--- config.mk ---
export PLATFORM = sky130hd
export DESIGN_NAME = controle_lancer_flat
export DESIGN_NICKNAME = d
export VERILOG_FILES = /design/src/rtl/controle_lancer_if.sv /design/src/rtl/controle_lancer.sv /design/src/flat_wrapper.sv
export SDC_FILE = /design/constraint.sdc
export NUM_CORES = 1
export LEC_CHECK = 0
export CAP_MARGIN = 10
export CORE_MARGIN = 10
export CORE_UTILIZATION = 25
export CTS_BUF_LIST = sky130_fd_sc_hd__clkbuf_8
export CTS_CLUSTER_DIAMETER = 80
export DETAILED_ROUTE_END_ITERATION = 8
export PLACE_DENSITY_LB_ADDON = 0.1
export RECOVER_POWER = 25
export SYNTH_ARGS = -nofsm -noshare
export SYNTH_HDL_FRONTEND = slang
export SYNTH_SLANG_ARGS = --single-unit
--- constraint.sdc ---
create_clock -name clk -period 2.54 [get_ports clk]
set_input_delay 0.762 -clock clk [delete_from_list [all_inputs] [get_ports clk]]
set_output_delay 0.762 -clock clk [all_outputs]
set_load 0.03 [all_outputs]
--- src/rtl/controle_lancer_if.sv ---
// Button-side bus of the dice-roller sequencer: raw active-low buttons in,
// conditioned control/status levels out, plus the FSM state for observation.
interface controle_lancer_if;
  // No valid/ready handshake here: buttons are free-running levels sampled
  // every cycle; suivant is a one-cycle strobe, the other outputs are levels.
  logic       suivant_n;
  logic       lancer_n;
  logic       suivant;
  logic       lancer;
  logic       res_valide;
  logic       occupe;
  logic [1:0] etat;

  modport master (
    output suivant_n, lancer_n,
    input  suivant, lancer, res_valide, occupe, etat
  );

  modport slave (
    input  suivant_n, lancer_n,
    output suivant, lancer, res_valide, occupe, etat
  );
endinterface

--- src/rtl/controle_lancer.sv ---
// Dice-roller sequencer: synchronises and debounces both buttons, then runs
// the IDLE/ROLLING/SHOW roll state machine with a minimum tumble time.
module controle_lancer #(
  parameter int DEB_CYCLES  = 500000,
  parameter int DEB_W       = 20,
  parameter int ROLL_CYCLES = 25000000,
  parameter int ROLL_W      = 25
) (
  input  logic             clk,
  input  logic             reset_n,
  controle_lancer_if.slave bus
);

  typedef enum logic [1:0] {
    IDLE    = 2'd0,
    ROLLING = 2'd1,
    SHOW    = 2'd2
  } state_t;

  localparam logic [DEB_W-1:0]  DEB_MAX  = DEB_W'(DEB_CYCLES - 1);
  localparam logic [ROLL_W-1:0] ROLL_MAX = ROLL_W'(ROLL_CYCLES - 1);

  // Bit 0 carries the suivant button, bit 1 the lancer button.
  logic [1:0]       sync1;
  logic [1:0]       sync2;
  logic [1:0]       deb;
  logic [1:0]       deb_prev;
  logic [DEB_W-1:0] deb_cnt [2];
  logic [1:0]       press;

  state_t            state;
  logic [ROLL_W-1:0] roll_cnt;
  logic              suivant_q;
  logic              lancer_q;
  logic              res_q;
  logic              occupe_q;

  always_ff @(posedge clk or negedge reset_n) begin
    if (!reset_n) begin
      sync1    <= '1;
      sync2    <= '1;
      deb      <= '1;
      deb_prev <= '1;
      for (int i = 0; i < 2; i++) deb_cnt[i] <= '0;
    end else begin
      sync1    <= {bus.lancer_n, bus.suivant_n};
      sync2    <= sync1;
      deb_prev <= deb;
      for (int i = 0; i < 2; i++) begin
        if (sync2[i] == deb[i]) begin
          deb_cnt[i] <= '0;
        end else if (deb_cnt[i] == DEB_MAX) begin
          deb[i]     <= sync2[i];
          deb_cnt[i] <= '0;
        end else begin
          deb_cnt[i] <= deb_cnt[i] + 1'b1;
        end
      end
    end
  end

  // Only the debounced falling edge (press) is an event; releases are ignored.
  assign press = deb_prev & ~deb;

  always_ff @(posedge clk or negedge reset_n) begin
    if (!reset_n) begin
      state     <= IDLE;
      roll_cnt  <= '0;
      suivant_q <= 1'b0;
      lancer_q  <= 1'b0;
      res_q     <= 1'b0;
      occupe_q  <= 1'b0;
    end else begin
      suivant_q <= 1'b0;
      case (state)
        IDLE, SHOW: begin
          // Roll wins over a simultaneous suivant press.
          if (press[1]) begin
            state    <= ROLLING;
            roll_cnt <= '0;
            lancer_q <= 1'b1;
            occupe_q <= 1'b1;
            res_q    <= 1'b0;
          end else if (press[0]) begin
            state     <= IDLE;
            suivant_q <= 1'b1;
            res_q     <= 1'b0;
          end
        end
        ROLLING: begin
          if (roll_cnt == ROLL_MAX && deb[1]) begin
            state    <= SHOW;
            lancer_q <= 1'b0;
            occupe_q <= 1'b0;
            res_q    <= 1'b1;
          end else if (roll_cnt != ROLL_MAX) begin
            roll_cnt <= roll_cnt + 1'b1;
          end
        end
        default: begin
          state    <= IDLE;
          lancer_q <= 1'b0;
          occupe_q <= 1'b0;
          res_q    <= 1'b0;
        end
      endcase
    end
  end

  assign bus.suivant    = suivant_q;
  assign bus.lancer     = lancer_q;
  assign bus.res_valide = res_q;
  assign bus.occupe     = occupe_q;
  assign bus.etat       = state;

endmodule

--- src/flat_wrapper.sv ---
// flat-port wrapper written by rule: the top's interface ports become plain ports
module controle_lancer_flat 
#(
  parameter int DEB_CYCLES  = 500000,
  parameter int DEB_W       = 20,
  parameter int ROLL_CYCLES = 25000000,
  parameter int ROLL_W      = 25
)
  (clk, reset_n, bus_suivant_n, bus_lancer_n, bus_suivant, bus_lancer, bus_res_valide, bus_occupe, bus_etat);
  controle_lancer_if bus_i ();
  input  logic clk;
  input  logic reset_n;
  input wire logic [$bits(bus_i.suivant_n)-1:0] bus_suivant_n;
  input wire logic [$bits(bus_i.lancer_n)-1:0] bus_lancer_n;
  output wire logic [$bits(bus_i.suivant)-1:0] bus_suivant;
  output wire logic [$bits(bus_i.lancer)-1:0] bus_lancer;
  output wire logic [$bits(bus_i.res_valide)-1:0] bus_res_valide;
  output wire logic [$bits(bus_i.occupe)-1:0] bus_occupe;
  output wire logic [$bits(bus_i.etat)-1:0] bus_etat;
  assign bus_i.suivant_n = bus_suivant_n;
  assign bus_i.lancer_n = bus_lancer_n;
  assign bus_suivant = bus_i.suivant;
  assign bus_lancer = bus_i.lancer;
  assign bus_res_valide = bus_i.res_valide;
  assign bus_occupe = bus_i.occupe;
  assign bus_etat = bus_i.etat;
  controle_lancer #(.DEB_CYCLES(DEB_CYCLES), .DEB_W(DEB_W), .ROLL_CYCLES(ROLL_CYCLES), .ROLL_W(ROLL_W)) u_core (.clk(clk), .reset_n(reset_n), .bus(bus_i));
endmodule
==> metrics.cfg, run 1 <==
[outcome]
status=finished clean

[sta]
worstMarginPinSlew_ns=1.10
clock_skew_ns=0.0122
tns_ns=0
hold_viol=0
clock.fmax_mhz=424
setup_viol=0
rsz0062_at_grt=false
final_max_slew_viol_count=0
maxSlewHeadroom=0.268
holdWs_ns=0.343
period_needed_ns=2.36
finalCritPeriodShare=0.927

[logic_synthesis]
synth.most_common_cell=dfrtp_1
yosysTopAreaCell=dfrtp_1
synth_edf_count=0
synth.yosys.seq_area_share=0.521
netlist_instances=376
synth_fp_nets=383
yosys_warnings=0
synth_area_leaders=dfrtp_1 (46%), xor2_1 (7.5%), nor2_1 (6.3%)
syn-mean-instance-area_um2=9.89
ys.flop_type=dfrtp_1
syn_area_um2=3720
async_flop_share=1.00
ys_top_cells_by_count=dfrtp_1 (69), nor2_1 (62), xor2_1 (32)
yosysTopAreaCellShare=0.464
ys_ff_latch=77
synth_cell_types=44

[clock_tree]
h-tree-depth=3
cts_tree=built
cts_made_buffers=9
cts_resized=0
clk_latency_ns=0.37
clockBufferDepth=2
clk_pin_slew_ns=0.08
holdBufCountCts=0
cts_setup_buffers=0
cts-root-buf=clkbuf_8
cts_sinks=77

[finish]
synthToLayoutAreaGrowth_pct=12.1
drive_above_1_share=0.0934
antenna-diode-count=0
post-route-util=0.287
final_net_count=398

[detailed_routing]
wl_per_cell_um=14.0
drc=0
first_pass_iters=4
routed-via-count=2684
vias_per_cell=4.63
wl_um=8120
postRouteAntennaNets=0
first_iter_violations=194

[place]
port_buffers=9
post-dp-hpwl_um=5590
gp_routability_congestion=0.804

[job]
drv_cap=0

[critical_path]
cp_data_arrival_time_ns=1.59
path_max_fanout=7
critPathMaxStageDelay_ns=0.73
cp.depth=1
cp.required_ns=1.78
cp-startpoint=u_core.bus.etat[0]$_DFFE_PN0P_
path_buf_inv=1
crit_family=buffers and inverters
start_kind=register
reg2reg_to=u_core.roll_cnt[5]$_DFFE_PN0P_
setup.worst_path.end=bus_etat[0]
r2r_cells=6
path_class=register to primary output
reg2reg_from=u_core.roll_cnt[0]$_DFFE_PN0P_
worstSetupEndpointType=primary output
path_cells=clkdlybuf4s50_1
reg2reg_setup_slack_ns=0.37
cpMaxStageDelayCell=clkdlybuf4s50_1

[global_route]
antenna_found_initial=0
grtUsageTotal=0.0889
grt_overflow=0
grt_pass1_vias=2761
grt_start_max_net_pins=45
grt_pass1_wl_um=14200

[floorplan]
rows=44
start_util=0.256
die_w_um=142
core_um2=14500
io_pins=10
die_h_um=142
die_area_um2=20200

[power_and_ir_drop]
powerDensity_nw_per_um2=510
leakagePower_nw=1.71
ir_drop_mv=0.292

[worst_hold_path]
hold_path_class=register to register

==> how the worst min path moves through the flow <==
stage | end | cells after the start | slack [ns] | from
floorplan | u_core.sync2[0]$_DFF_PN1_ | 0 | 0.35 | u_core.sync1[0]$_DFF_PN1_
global placement | u_core.sync2[0]$_DFF_PN1_ | 0 | 0.35 | u_core.sync1[0]$_DFF_PN1_
detailed placement | u_core.sync2[0]$_DFF_PN1_ | 0 | 0.35 | u_core.sync1[0]$_DFF_PN1_
CTS | u_core.roll_cnt[13]$_DFFE_PN0P_ | 1 | 0.24 | reset_n
global route | u_core.sync2[1]$_DFF_PN1_ | 0 | 0.36 | u_core.sync1[1]$_DFF_PN1_
finish | u_core.sync2[1]$_DFF_PN1_ | 0 | 0.34 | u_core.sync1[1]$_DFF_PN1_
==> logic make-up after synthesis <==
| group | count (synthesis) | synth area share |
|---|---|---|
| AO/OA/AOI/OAI | 36 | 0.0663 |
| flip-flops | 77 | 0.521 |
| buffers and inverters | 25 | 0.0346 |
| adder cells (fa/ha/maj) | 3 | 0.0101 |
| AND/OR/NAND/NOR | 187 | 0.254 |
| multiplexers | 2 | 0.00605 |
| XOR/XNOR | 46 | 0.108 |
==> flip-flops by register name (all words and copies together), names as in the netlist <==
| register | count |
|---|---|
| u_core.bus.lancer | 1 |
| u_core.roll_cnt | 25 |
| u_core.bus.etat | 2 |
| u_core.deb_cnt | 40 |
| u_core.sync2 | 2 |
| u_core.sync1 | 2 |
| u_core.deb_prev | 2 |
| u_core.bus.suivant | 1 |
| u_core.deb | 2 |
==> power by group <==
group	switching [mW]	leakage, nW	internal [mW]
clock	0.457	0.0996	0.366
combinational	0.0430	0.562	0.0144
sequential	0.00993	1.04	1.24
==> routing by layer <==
layer / GRT usage / vias up / part of all wire
met3: 0.0324 / 8 / 0.037
met2: 0.139 / 24 / 0.47
met1: 0.108 / 1314 / 0.48
li1: - / 1338 / -
met5: 0 / - / 0
met4: 0.0371 / 0 / 0.018
==> stage by stage <==
step	std cells	total power [mW]	cell area, um2	worst slack [ns]
after floorplan	376	1.30	3720	0.649
after global placement	564	1.34	4030	0.399
after detailed placement	564	1.34	4030	0.375
after CTS	580	2.20	4190	0.115
after global routing	580	2.25	4170	0.0696
final	580	2.13	4170	0.184
==> cell type report <==
type,instances,area (um2)
Timing Repair Buffer,17,141
Multi-Input combinational cell,274,1650
Sequential cell,77,1940
Clock buffer,10,138
Tap cell,184,230
Fill cell,1565,10400
Clock inverter,6,26.3
Inverter,12,45.0
==> cell usage in the layout (no fill, tap or decap), types with 2 or more instances in the layout <==
cell type | synthesis | final
clkdlybuf4s50_1 | 0 | 8
dfstp_1 | 0 | 2
or4_1 | 6 | 6
nor3b_1 | 2 | 2
nor4b_1 | 3 | 3
o31ai_1 | 6 | 6
dfstp_2 | 8 | 6
o211ai_1 | 8 | 8
nor2_1 | 62 | 62
o21ai_0 | 6 | 6
xor2_1 | 32 | 32
a21oi_1 | 8 | 8
and3_1 | 8 | 8
nand2_1 | 29 | 29
and4_1 | 2 | 2
or3_1 | 7 | 7
nor3_1 | 8 | 8
buf_4 | 2 | 7
clkinv_2 | 0 | 3
mux2_2 | 2 | 2
ha_1 | 3 | 3
or2_2 | 2 | 2
xnor2_1 | 14 | 14
clkbuf_8 | 0 | 10
o21ai_1 | 2 | 2
nor4_1 | 7 | 7
nand3_1 | 27 | 27
dfrtp_1 | 69 | 69
nand4_1 | 17 | 17
inv_1 | 12 | 15
Power figures use the tool's default switching activity.
==> run 2: changes to the inputs <==
CELL_PAD_IN_SITES_DETAIL_PLACEMENT = 1   (was unset)
CELL_PAD_IN_SITES_GLOBAL_PLACEMENT = 2   (was unset)
clock period = 2.2 ns   (was 2.54 ns; I/O delays follow)
==> metrics.cfg, run 2 (synthesized netlist as in run 1, its figures left out) <==
[critical_path]
path_class=register to primary output
path_buf_inv=1
worstSetupEndpointType=primary output
start_kind=register
crit_family=buffers and inverters
cp_data_arrival_time_ns=1.42
critPathMaxStageDelay_ns=0.68
cpMaxStageDelayCell=clkdlybuf4s50_1
path_max_fanout=3
path_cells=clkdlybuf4s50_1
cp.required_ns=1.54

[finish]
drive_above_1_share=0.132
final_net_count=410
antenna-diode-count=0
largest_reg_flops=40
regMostFlops=u_core.deb_cnt
layout.cells.most_common=dfrtp_1
final_cell_mix=dfrtp_1 (69), nor2_1 (62), xor2_1 (32), nand2_1 (29), nand3_1 (27)
synthToLayoutAreaGrowth_pct=17.1
top_regs=u_core.deb_cnt (40), u_core.roll_cnt (25)

[sta]
maxSlewHeadroom=-0.0125
clock.fmax_mhz=481
worstMarginPinSlew_ns=1.52
finalCritPeriodShare=0.945
tns_ns=0
setup_viol=0
hold_viol=0
clock_skew_ns=0.0103
rsz0062_at_grt=false
setup_slack_ns=0.122
holdWs_ns=0.361
period_needed_ns=2.08
final_max_slew_viol_count=59

[clock_tree]
clockBufferDepth=2
clk_pin_slew_ns=0.09
cts-root-buf=clkbuf_8
clk_latency_ns=0.37
h-tree-depth=3
cts_made_buffers=9
holdBufCountCts=0
cts_sinks=77
cts_tree=built

[worst_hold_path]
hold_path_class=register to register

[floorplan]
io_pins=10
start_util=0.256
die_w_um=142
rows=44
die_area_um2=20200
die_h_um=142
core_um2=14500

[detailed_routing]
wl_um=9340
first_pass_iters=4
drc=0
vias_per_cell=4.75
postRouteAntennaNets=0
met2_length_um=4390
highest_layer=met4
first_iter_violations=126
wl_met1_um=4510
routed-via-count=2811
route.met3.wl_um=242
wl_per_cell_um=15.8

[global_route]
grt_pass1_vias=2996
grt_start_max_net_pins=59
grt_pass1_wl_um=15800
antenna_found_initial=0
grtUsageTotal=0.0976
grt_overflow=0

[outcome]
violations=max-capacitance violations, max-slew violations
status=finished, violations left

[power_and_ir_drop]
leakagePower_nw=1.79
powerDensity_nw_per_um2=658
ir_drop_mv=0.355

[place]
port_buffers=9
pre_cts_slack_ns=0.0912
post-dp-hpwl_um=6470
gp_routability_congestion=0.754

[job]
drv_cap=1

==> run 2: changes by cell type in the layout (fill, tap and decap cells not counted), moves of 3 or more <==
cell / delta
buf_4: +10
bufinv_16: +3
clkdlybuf4s50_1: -3
dlygate4sd2_1: +3
inv_1: -3
==> run 2: worst paths after layout <==
check	depth (start not counted)	to	from	slack [ns]
worst max-delay path	1	bus_occupe	u_core.bus.lancer$_DFFE_PN0P_	0.12
worst min-delay path	0	u_core.sync2[1]$_DFF_PN1_	u_core.sync1[1]$_DFF_PN1_	0.36
worst max register to register	7	u_core.bus.lancer$_DFFE_PN0P_	u_core.roll_cnt[0]$_DFFE_PN0P_	0.20
worst min register to register	0	u_core.sync2[1]$_DFF_PN1_	u_core.sync1[1]$_DFF_PN1_	0.36
max in group asynchronous	2	u_core.roll_cnt[4]$_DFFE_PN0P_	reset_n	0.50
min in group asynchronous	2	u_core.roll_cnt[23]$_DFFE_PN0P_	reset_n	0.60
==> run 2: what timing repair did <==
item                                    CTS  global route
gates cloned                              0             0
pin swaps                                 0             1
buffers inserted                          0             2
endpoints found under the setup margin    3             6
gates resized for setup                   3             0
==> run 2: cell type report <==
cell class	instances	area, um2
Clock buffer	10	138
Clock inverter	6	110
Fill cell	1671	10200
Inverter	12	45.0
Multi-Input combinational cell	274	1660
Sequential cell	77	1940
Tap cell	184	230
Timing Repair Buffer	29	236
==> run 2: per-stage QoR <==
stage / util / area, um2 / instances / power [mW]
CTS: 0.300 / 4360 / 590 / 2.94
global placement: 0.283 / 4120 / 574 / 1.55
detailed placement: 0.283 / 4120 / 574 / 1.55
finish: 0.300 / 4360 / 592 / 2.87
global route: 0.300 / 4360 / 592 / 3.00
floorplan: - / 3720 / 376 / 1.50
==> run 2: worst register-to-register path: cells and delay by family (launching register included) <==
| family | cells | cell delay [ns] |
|---|---|---|
| AND/OR/NAND/NOR | 3 | 0.85 |
| AO/OA/AOI/OAI | 2 | 0.21 |
| buffers and inverters | 1 | 0.19 |
| adder cells (fa/ha/maj) | 1 | 0.21 |
| flip-flops | 1 | 0.42 |
==> run 2: layer usage <==
| layer | vias to the layer above | GRT usage |
|---|---|---|
| li1 | 1370 | - |
| met1 | 1399 | 0.123 |
| met2 | 28 | 0.154 |
| met3 | 14 | 0.0310 |
| met4 | 0 | 0.0350 |
| met5 | - | 0 |
==> run 2: report_power, final <==
group,internal [mW],leakage (nW),switching (mW)
registers,1.43,1.04,0.0115
clock network,0.783,0.119,0.571
logic,0.0193,0.634,0.0516
total,2.23,1.79,0.634
==> run 3: changes to the inputs <==
RECOVER_POWER = unset   (was 25)
==> metrics.cfg, run 3 (synthesized netlist as in run 1, its figures left out) <==
[detailed_routing]
wl_per_cell_um=15.7
first_pass_iters=4
wl_um=9320
vias_per_cell=4.73
drc=0
first_iter_violations=128
postRouteAntennaNets=0
routed-via-count=2800

[finish]
synthToLayoutAreaGrowth_pct=17.7
instances_no_fill=592
final_cell_mix=dfrtp_1 (69), nor2_1 (62), xor2_1 (32), nand2_1 (29), nand3_1 (27)
fill_cells=1671
multi_input_area_um2=1660
drive_above_1_share=0.137
ff_latch_area_um2=1940
largest_reg_flops=40
top_regs=u_core.deb_cnt (40), u_core.roll_cnt (25)
final_net_count=410
final_area_um2=4380
antenna-diode-count=0
layout.cells.most_common=dfrtp_1
regMostFlops=u_core.deb_cnt

[floorplan]
die_area_um2=20200
io_pins=10
die_h_um=142
start_util=0.256
core_um2=14500
rows=44
die_w_um=142

[sta]
setup_slack_ns=0.122
finalCritPeriodShare=0.945
holdWs_ns=0.275
clock.fmax_mhz=481
worstMarginPinSlew_ns=0.531
hold_viol=0
maxSlewHeadroom=0.644
final_max_slew_viol_count=0
tns_ns=0
period_needed_ns=2.08
rsz0062_at_grt=false
clock_skew_ns=0.00971
setup_viol=0

[place]
post-dp-hpwl_um=6470
pre_cts_slack_ns=0.0912
place_area_um2=4120
gp_routability_congestion=0.754
port_buffers=9
dp.cells=574

[clock_tree]
clk_pin_slew_ns=0.09
cts_tree=built
cts_sinks=77
cts-root-buf=clkbuf_8
clk_latency_ns=0.37
h-tree-depth=3
clockBufferDepth=2
cts_made_buffers=9

[global_route]
grtUsageTotal=0.0976
grt_start_max_net_pins=59
antenna_found_initial=0
grt_pass1_wl_um=15800
grt_overflow=0
grt_pass1_vias=2996

[critical_path]
worstSetupEndpointType=primary output
cp-startpoint=u_core.bus.lancer$_DFFE_PN0P_
path_class=register to primary output
path_buf_inv=1
reg2reg_from=u_core.roll_cnt[0]$_DFFE_PN0P_
cp.required_ns=1.54
critPathMaxStageDelay_ns=0.68
path_max_fanout=3
start_kind=register
path_cells=clkdlybuf4s50_1
crit_family=buffers and inverters
cpMaxStageDelayCell=clkdlybuf4s50_1
cp_data_arrival_time_ns=1.42
cp.depth=1
r2r_cells=7

[power_and_ir_drop]
ir_drop_mv=0.357
powerDensity_nw_per_um2=656
leakagePower_nw=1.81

[worst_hold_path]
hold_path_class=input pin to asynchronous set/reset pin

[job]
drv_cap=0

[outcome]
status=finished clean

[run 3: changes by cell type in the layout (fill, tap and decap cells not counted)]
cell | before | now
buf_4 | 17 | 19
clkbuf_1 | 2 | 0
buf_12 | 1 | 2
clkbuf_2 | 1 | 0
[run 3: through the flow]
| stage | utilization | power (mW) |
|---|---|---|
| 3_5_place_dp | 0.283 | 1.55 |
| 3_3_place_gp | 0.283 | 1.55 |
| 5_1_grt | 0.301 | 3.01 |
| 4_1_cts | 0.300 | 2.94 |
| 6_report | 0.301 | 2.87 |
| 2_1_floorplan | - | 1.50 |
[run 3: per-layer routing]
metal / vias up / routed length (um) / track usage
met3: 12 / 245 / 0.0310
met4: 0 / 162 / 0.0350
met1: 1393 / 4500 / 0.123
met2: 24 / 4410 / 0.154
li1: 1371 / - / -
met5: - / 0 / 0
[run 3: area by class of cell]
type	instances	area share
Sequential cell	77	0.442
Clock inverter	6	0.0252
Clock buffer	10	0.0314
Multi-Input combinational cell	274	0.379
Inverter	12	0.0103
Tap cell	184	0.0526
Timing Repair Buffer	29	0.0592
[run 3: power breakdown]
part           total (mW)  switching [mW]  leakage, nW  internal [mW]
clock                1.35           0.572        0.119          0.783
sequential           1.44          0.0115         1.04           1.43
combinational      0.0759          0.0517        0.646         0.0242
[run 3: path summary, 6_finish.rpt]
check | endpoint | slack, ns
setup / recovery | bus_occupe | 0.12
setup reg to reg | u_core.bus.lancer$_DFFE_PN0P_ | 0.20
hold / removal | u_core.roll_cnt[22]$_DFFE_PN0P_ | 0.28
min in group clk | u_core.sync2[1]$_DFF_PN1_ | 0.36
hold reg to reg | u_core.sync2[1]$_DFF_PN1_ | 0.36
max in group asynchronous | u_core.sync1[0]$_DFF_PN1_ | 1.60
[run 3: timing repair]
item | in CTS | in global routing
buffers inserted | 0 | 2
pin swaps | 0 | 1
gates resized for setup | 3 | 0
hold buffers | 0 | 0
setup endpoints to repair | 3 | 6
